`src/rtl/tdm_demux4_if.sv`:
```
// tdm_demux4_if: TDM receive bundle; master drives in_valid/in_sof/in_data, slave drives out_a..out_d/out_valid/slot/frame_err
interface tdm_demux4_if #(parameter int WIDTH = 4);
  logic in_valid;
  logic in_sof;
  logic [WIDTH-1:0] in_data;
  logic [WIDTH-1:0] out_a;
  logic [WIDTH-1:0] out_b;
  logic [WIDTH-1:0] out_c;
  logic [WIDTH-1:0] out_d;
  logic out_valid;
  logic [1:0] slot;
  logic frame_err;
  modport master (
    output in_valid, in_sof, in_data,
    input out_a, out_b, out_c, out_d, out_valid, slot, frame_err
  );
  modport slave (
    input in_valid, in_sof, in_data,
    output out_a, out_b, out_c, out_d, out_valid, slot, frame_err
  );
endinterface

```
`src/rtl/tdm_demux4.sv`:
```
// tdm_demux4: 4:1 TDM receiver (clk, sync active-high reset, bus.slave: beat in -> registered frame out_a..out_d, out_valid, slot, frame_err)
module tdm_demux4 #(
  parameter int WIDTH = 4
) (
  input logic clk,
  input logic reset,
  tdm_demux4_if.slave bus
);
  typedef enum logic {IDLE, RECV} state_t;
  state_t state, state_n;
  logic [1:0] slot, slot_n;
  logic [WIDTH-1:0] sa, sb, sc, sa_n, sb_n, sc_n;
  logic [WIDTH-1:0] oa, ob, oc, od, oa_n, ob_n, oc_n, od_n;
  logic ov, ov_n, err, err_n;
  logic take_sof, take_data, done;
  always_comb begin
    take_sof = bus.in_valid && bus.in_sof;
    take_data = bus.in_valid && !bus.in_sof && state == RECV;
    done = take_data && slot == 2'd3;
    state_n = take_sof ? RECV : done ? IDLE : state;
    slot_n = take_sof ? 2'd1 : done ? 2'd0 : take_data ? slot + 2'd1 : slot;
    sa_n = take_sof ? bus.in_data : sa;
    sb_n = (take_data && slot == 2'd1) ? bus.in_data : sb;
    sc_n = (take_data && slot == 2'd2) ? bus.in_data : sc;
    oa_n = done ? sa : oa;
    ob_n = done ? sb : ob;
    oc_n = done ? sc : oc;
    od_n = done ? bus.in_data : od;
    ov_n = done;
    err_n = take_sof && state == RECV;
  end
  always_ff @(posedge clk) begin
    if (reset) begin
      state <= IDLE;
      slot <= '0;
      sa <= '0;
      sb <= '0;
      sc <= '0;
      oa <= '0;
      ob <= '0;
      oc <= '0;
      od <= '0;
      ov <= 1'b0;
      err <= 1'b0;
    end else begin
      state <= state_n;
      slot <= slot_n;
      sa <= sa_n;
      sb <= sb_n;
      sc <= sc_n;
      oa <= oa_n;
      ob <= ob_n;
      oc <= oc_n;
      od <= od_n;
      ov <= ov_n;
      err <= err_n;
    end
  end
  assign bus.out_a = oa;
  assign bus.out_b = ob;
  assign bus.out_c = oc;
  assign bus.out_d = od;
  assign bus.out_valid = ov;
  assign bus.slot = slot;
  assign bus.frame_err = err;
endmodule

```
`src/flat_wrapper.sv`:
```
// flat-port wrapper written by rule: the top's interface ports become plain ports
module tdm_demux4_flat 
#(
  parameter int WIDTH = 4
)
  (clk, reset, bus_in_valid, bus_in_sof, bus_in_data, bus_out_a, bus_out_b, bus_out_c, bus_out_d, bus_out_valid, bus_slot, bus_frame_err);
  tdm_demux4_if #(.WIDTH(WIDTH)) bus_i ();
  input logic clk;
  input logic reset;
  input wire logic [$bits(bus_i.in_valid)-1:0] bus_in_valid;
  input wire logic [$bits(bus_i.in_sof)-1:0] bus_in_sof;
  input wire logic [$bits(bus_i.in_data)-1:0] bus_in_data;
  output wire logic [$bits(bus_i.out_a)-1:0] bus_out_a;
  output wire logic [$bits(bus_i.out_b)-1:0] bus_out_b;
  output wire logic [$bits(bus_i.out_c)-1:0] bus_out_c;
  output wire logic [$bits(bus_i.out_d)-1:0] bus_out_d;
  output wire logic [$bits(bus_i.out_valid)-1:0] bus_out_valid;
  output wire logic [$bits(bus_i.slot)-1:0] bus_slot;
  output wire logic [$bits(bus_i.frame_err)-1:0] bus_frame_err;
  assign bus_i.in_valid = bus_in_valid;
  assign bus_i.in_sof = bus_in_sof;
  assign bus_i.in_data = bus_in_data;
  assign bus_out_a = bus_i.out_a;
  assign bus_out_b = bus_i.out_b;
  assign bus_out_c = bus_i.out_c;
  assign bus_out_d = bus_i.out_d;
  assign bus_out_valid = bus_i.out_valid;
  assign bus_slot = bus_i.slot;
  assign bus_frame_err = bus_i.frame_err;
  tdm_demux4 #(.WIDTH(WIDTH)) u_core (.clk(clk), .reset(reset), .bus(bus_i));
endmodule
```
`config.mk`:
```
export PLATFORM = sky130hd
export DESIGN_NAME = tdm_demux4_flat
export DESIGN_NICKNAME = d
export VERILOG_FILES = /design/src/rtl/tdm_demux4_if.sv /design/src/rtl/tdm_demux4.sv /design/src/flat_wrapper.sv
export SDC_FILE = /design/constraint.sdc
export NUM_CORES = 1
export LEC_CHECK = 0
export BUFFER_PORTS_ARGS = -buffer_cell sky130_fd_sc_hd__buf_2
export CAP_MARGIN = 15
export CORE_UTILIZATION = 34
export CTS_BUF_LIST = sky130_fd_sc_hd__clkbuf_8
export CTS_CLUSTER_DIAMETER = 40
export DETAILED_ROUTE_END_ITERATION = 12
export PLACE_DENSITY_LB_ADDON = 0.2
export SLEW_MARGIN = 15
export SYNTH_ARGS = -nofsm -noshare
export SYNTH_HDL_FRONTEND = slang
export SYNTH_SLANG_ARGS = --single-unit
```
`constraint.sdc`:
```
create_clock -name clk -period 4.1 [get_ports clk]
set_clock_uncertainty 0.1 [all_clocks]
set_input_delay 0.615 -clock clk [delete_from_list [all_inputs] [get_ports clk]]
set_output_delay 0.615 -clock clk [all_outputs]
set_load 0.02 [all_outputs]
```
; Word-level counts from Yosys, hierarchy flattened
; Index checks and enable logic that the tools add are counted.
[word_totals]
word_cells = 32
out_inout_bits = 20
input_bits = 8
reg_bits = 33
[op_classes]
n_reduce_logical = 11
mux = 5
n_addsub = 1
eq_ne = 3
[op_table]
columns = operator, count
row1 = $logic_and A1 B1 Y1, 7
row2 = $mux W1, 5
row3 = $eq A2 B2 Y1 const B, 2
row4 = $reduce_bool A3 Y1, 1
row5 = $reduce_or A3 Y1, 1
row6 = $add A2 B1 Y2 const B, 1
row7 = $eq A2 B1 Y1 const B, 1
row8 = $reduce_bool A2 Y1, 1
row9 = $logic_not A1 Y1, 1

; Logic depth before layout (Yosys ltp)
[depth]
depth_word = 6
ltp_mapped = 5
ltp_nobuf = 5

; Worst setup path before layout
; Ideal clock, no wire load.
[synth_path]
kind = input to register
start = in bus_in_sof
end = reg u_core.oa[3] (netlist: u_core.bus.out_a[3])
n_path_buf = 2
stages = 5
setup_ps = 117
t_arrival_ps = 1459
slack_ps = 2424
required_time_ps = 3883
cell_sequence = buf_6 -> and4b_1 -> nor2_4 -> buf_6 -> a22o_2
[synth_between]
elab_chain_cells = 4
[synth_rtl]
columns = element, line
row1 = from (decl), flat_wrapper.sv:11  ; input wire logic [$bits(bus_i.in_sof)-1:0] bus_in_sof;
row2 = $logic_not A1 Y1, tdm_demux4.sv:18  ; take_data = bus.in_valid && !bus.in_sof && state == RECV;
row3 = $logic_and A1 B1 Y1 (2 in a row), tdm_demux4.sv:18
row4 = $logic_and A1 B1 Y1, tdm_demux4.sv:19  ; done = take_data && slot == 2'd3;
row5 = to (signal assigned), tdm_demux4.sv:51  ; oa <= oa_n;
row6 = to (decl), tdm_demux4.sv:13  ; logic [WIDTH-1:0] oa, ob, oc, od, oa_n, ob_n, oc_n, od_n;
; Every way passes these cells.
; A chain may end at the register's enable or synchronous reset.

; Worst setup path in the final report
[layout_path]
start = in bus_in_sof
end = reg u_core.od[3] (netlist: u_core.bus.out_d[3])
[layout_between]
elab_chain_cells = 4
[layout_rtl]
columns = element, line
row1 = $logic_not A1 Y1, tdm_demux4.sv:18
row2 = $logic_and A1 B1 Y1 (2 in a row), tdm_demux4.sv:18
row3 = $logic_and A1 B1 Y1, tdm_demux4.sv:19
row4 = to (signal assigned), tdm_demux4.sv:54  ; od <= od_n;
row5 = to (decl), tdm_demux4.sv:13
; Every way passes these cells.

==> results.py <==
metrics = {
    "outcome": {
        "status": "finished, final reports clean",
    },
    "power_and_ir_drop": {
        "powerDensity_nw_per_um2": 428.0,
        "p_seq_frac": 0.528,
        "clkPwrFrac": 0.428,
        "intPower_mw": 0.4852,
        "peakVddDrop_uv": 122.3,
        "p_comb_frac": 0.043,
        "p_leak_nw": 0.7138,
        "p_sw_mw": 0.1354,
        "swShare": 0.2182,
    },
    "floorplan": {
        "rows": 21,
        "core_sq_um": 3363,
        "start_util": 0.3601,
        "die_area_sq_um": 3805,
        "io_pins": 28,
        "die_height_um": 61.69,
        "die_x_um": 61.69,
    },
    "yosys": {
        "synth_ff_type": "dfxtp_1",
        "yosysTopAreaCell": "dfxtp_1",
        "yosys-top-cells-count": "dfxtp_1 (33), a22o_2 (9), mux2i_1 (8), nand2_1 (8), nor2_1 (8)",
        "synth_area_sq_um": 1211,
        "synth.area.top_cells": "dfxtp_1 (55%), a22o_2 (7.4%), mux2i_1 (6.6%), a22o_1 (5.1%), ha_1 (3.1%)",
        "syn_nets": 116,
        "ys_seq_elements": 33,
        "synthDistinctLibCells": 24,
        "ys_warn_count": 0,
        "synth_top_area_frac": 0.5455,
        "async_flop_share": 0,
        "synth-edff-count": 0,
        "yosysSeqAreaShare": 0.5455,
        "synthMostInstantiatedCell": "dfxtp_1",
        "synth.avg_cell_area_sq_um": 11.53,
        "synthCells": 105,
    },
    "global_routing": {
        "grt_pass1_vias": 771,
        "grt_max_degree": 18,
        "grt_overflow": 0,
        "grt_pass1_wl_mm": 3.657,
        "antenna_found_initial": 0,
        "grt_usage": 0.1424,
    },
    "route": {
        "drcViolationCount": 0,
        "ant_nets": 0,
        "viasPerCell": 4.838,
        "drt_iter0_markers": 16,
        "vias": 866,
        "drt_wl_total_mm": 2.300,
        "firstDrtPassIters": 2,
        "avgRoutedWirePerCell_um": 12.85,
    },
    "cells_and_area": {
        "areaGrowthSynthToFinish_pct": 19.73,
        "nets": 143,
        "final_area_sq_um": 1450,
        "antenna_cells": 0,
        "drive_gt1_frac": 0.3534,
    },
    "hold_path": {
        "min_to": "u_core.sa[3]$_SDFFE_PP0P_",
        "holdPathStages": 2,
        "hp-start": "u_core.sa[3]$_SDFFE_PP0P_",
        "hold_class": "reg -> reg",
    },
    "setup_path": {
        "timing.rr.end": "u_core.bus.out_d[3]$_SDFFE_PP0P_",
        "ff2ff_path_depth": 3,
        "crit_type": "in -> reg",
        "endpoint_kind": "flip-flop",
        "critPathLaunchType": "input pin",
        "required_ns": 4.23,
        "cp_max_fo": 17,
        "max_stage_delay_ns": 0.59,
        "r2r_start": "u_core.bus.slot[1]$_SDFFE_PP0P_",
        "arrival_ns": 1.80,
        "cp_top_family": "simple AND/OR/NAND/NOR gates",
        "path_buf_inv": 1,
        "reg2reg_setup_slack_ns": 2.44,
        "slowest_stage": "nor3b_4",
        "worstPathCellList": "buf_2 -> nand3b_4 -> nor3b_4 -> a22o_2",
    },
    "cts": {
        "postCtsSetupRepairBufs": 0,
        "cts.reportedPaths.clkPinSlew_ns": 0.06,
        "cts_resized": 0,
        "cts.sink_count": 33,
        "cts_buffers": 5,
        "cts_tree": "done",
        "htree_levels": 2,
        "clock_latency_ns": 0.29,
        "root_buffer": "clkbuf_8",
        "hold_buffers": 0,
        "clk_path_buf_depth": 2,
    },
    "sta": {
        "relSlewSlack": 0.5461,
        "period_share": 0.4083,
        "final_max_slew_viol_count": 0,
        "hold_viol": 0,
        "period_needed_ns": 1.674,
        "achievable-frequency_mhz": 597.4,
        "rsz0062_at_grt": "false",
        "fin_tns_setup_ns": 0,
        "worst_pin_slew_ns": 0.6801,
        "setup_viol": 0,
        "whs_ns": 0.3554,
    },
    "placed_design": {
        "hpwl_mm": 1.571,
        "portBuffers": 27,
        "gp_congestion": 0.7613,
        "placed_cell_area_sq_um": 1349,
    },
    "flow_run": {
        "drv_cap": 0,
    },
}
layout by cell type, fill, tap and decap left out, types with 2 or more instances in the layout:
master,synthesis,final
nand3_1,4,4
nand2_1,8,8
mux2i_1,8,8
clkbuf_8,0,7
nor2_1,8,8
a22o_2,9,9
a21oi_1,5,5
a22o_1,7,7
buf_2,2,27
nand4b_1,2,2
ha_1,3,3
dfxtp_1,33,33
inv_1,2,2
how the worst max path moves through the flow:
stage | startpoint | slack [ns] | cells past startpoint | to
global placement | bus_in_sof | 2.16 | 4 | u_core.bus.out_c[0]$_SDFFE_PP0P_
floorplan | bus_in_sof | 2.42 | 5 | u_core.bus.out_a[3]$_SDFFE_PP0P_
detailed placement | bus_in_valid | 2.10 | 4 | u_core.bus.out_d[3]$_SDFFE_PP0P_
finish | bus_in_sof | 2.43 | 4 | u_core.bus.out_d[3]$_SDFFE_PP0P_
global route | u_core.bus.slot[1]$_SDFFE_PP0P_ | 2.33 | 3 | u_core.bus.out_d[3]$_SDFFE_PP0P_
CTS | bus_in_valid | 2.39 | 4 | u_core.bus.out_d[3]$_SDFFE_PP0P_
layout make-up:
class	count	area, sq um
fillers	362	1913
flip-flops and latches	33	660.6
multi-input cells	63	488.0
repair buffers	27	135.1
clock buffers	7	96.34
well taps	46	57.56
inverters	2	7.507
clock inverters	1	5.005
power by group through the flow:
| stage | Sequential [mW] | Combinational [mW] | Clock (mW) |
|---|---|---|---|
| after floorplan | 0.335 | 0.0205 | 0 |
| after global placement | 0.335 | 0.0268 | 0 |
| after detailed placement | 0.335 | 0.0274 | 0 |
| after CTS | 0.328 | 0.0274 | 0.273 |
| after global routing | 0.328 | 0.0301 | 0.289 |
| final | 0.328 | 0.0269 | 0.266 |
registers in the layout (all words and copies together) (netlist names):
signal	cells
u_core.sc	4
u_core.bus.out_d	4
u_core.bus.slot	2
u_core.bus.out_c	4
u_core.bus.out_valid	1
u_core.bus.out_a	4
u_core.bus.out_b	4
u_core.bus.frame_err	1
u_core.state	1
u_core.sa	4
u_core.sb	4
worst register-to-register path: stages, from the launching register on:
cell     delay, ns
dfxtp_1       0.42
ha_1          0.23
nor3b_4       0.61
a22o_2        0.25
routing by layer:
layer / routed length [um] / track usage
met3: 136 / 0.07563
met2: 1043 / 0.2089
met1: 1072 / 0.1673
met5: 0 / 0
met4: 48 / 0.07619
cell families after synthesis:
group | count (synthesis) | share of synthesized area
fa+ha+maj | 3 | 0.03100
buf+inv | 9 | 0.05165
flops | 33 | 0.5455
compound gates | 24 | 0.1653
simple gates | 28 | 0.1405
mux | 8 | 0.06612
metrics by stage:
stage | std cells | util | total power, mW | setup WS (ns)
after detailed placement | 171 | 0.4010 | 0.3626 | 2.098
after global routing | 179 | 0.4312 | 0.6474 | 2.325
after global placement | 171 | 0.4010 | 0.3617 | 2.164
final | 179 | 0.4312 | 0.6207 | 2.426
after CTS | 179 | 0.4312 | 0.6279 | 2.392
after floorplan | 105 | - | 0.3551 | 2.424
No activity file was read; power rests on OpenSTA's default activity.
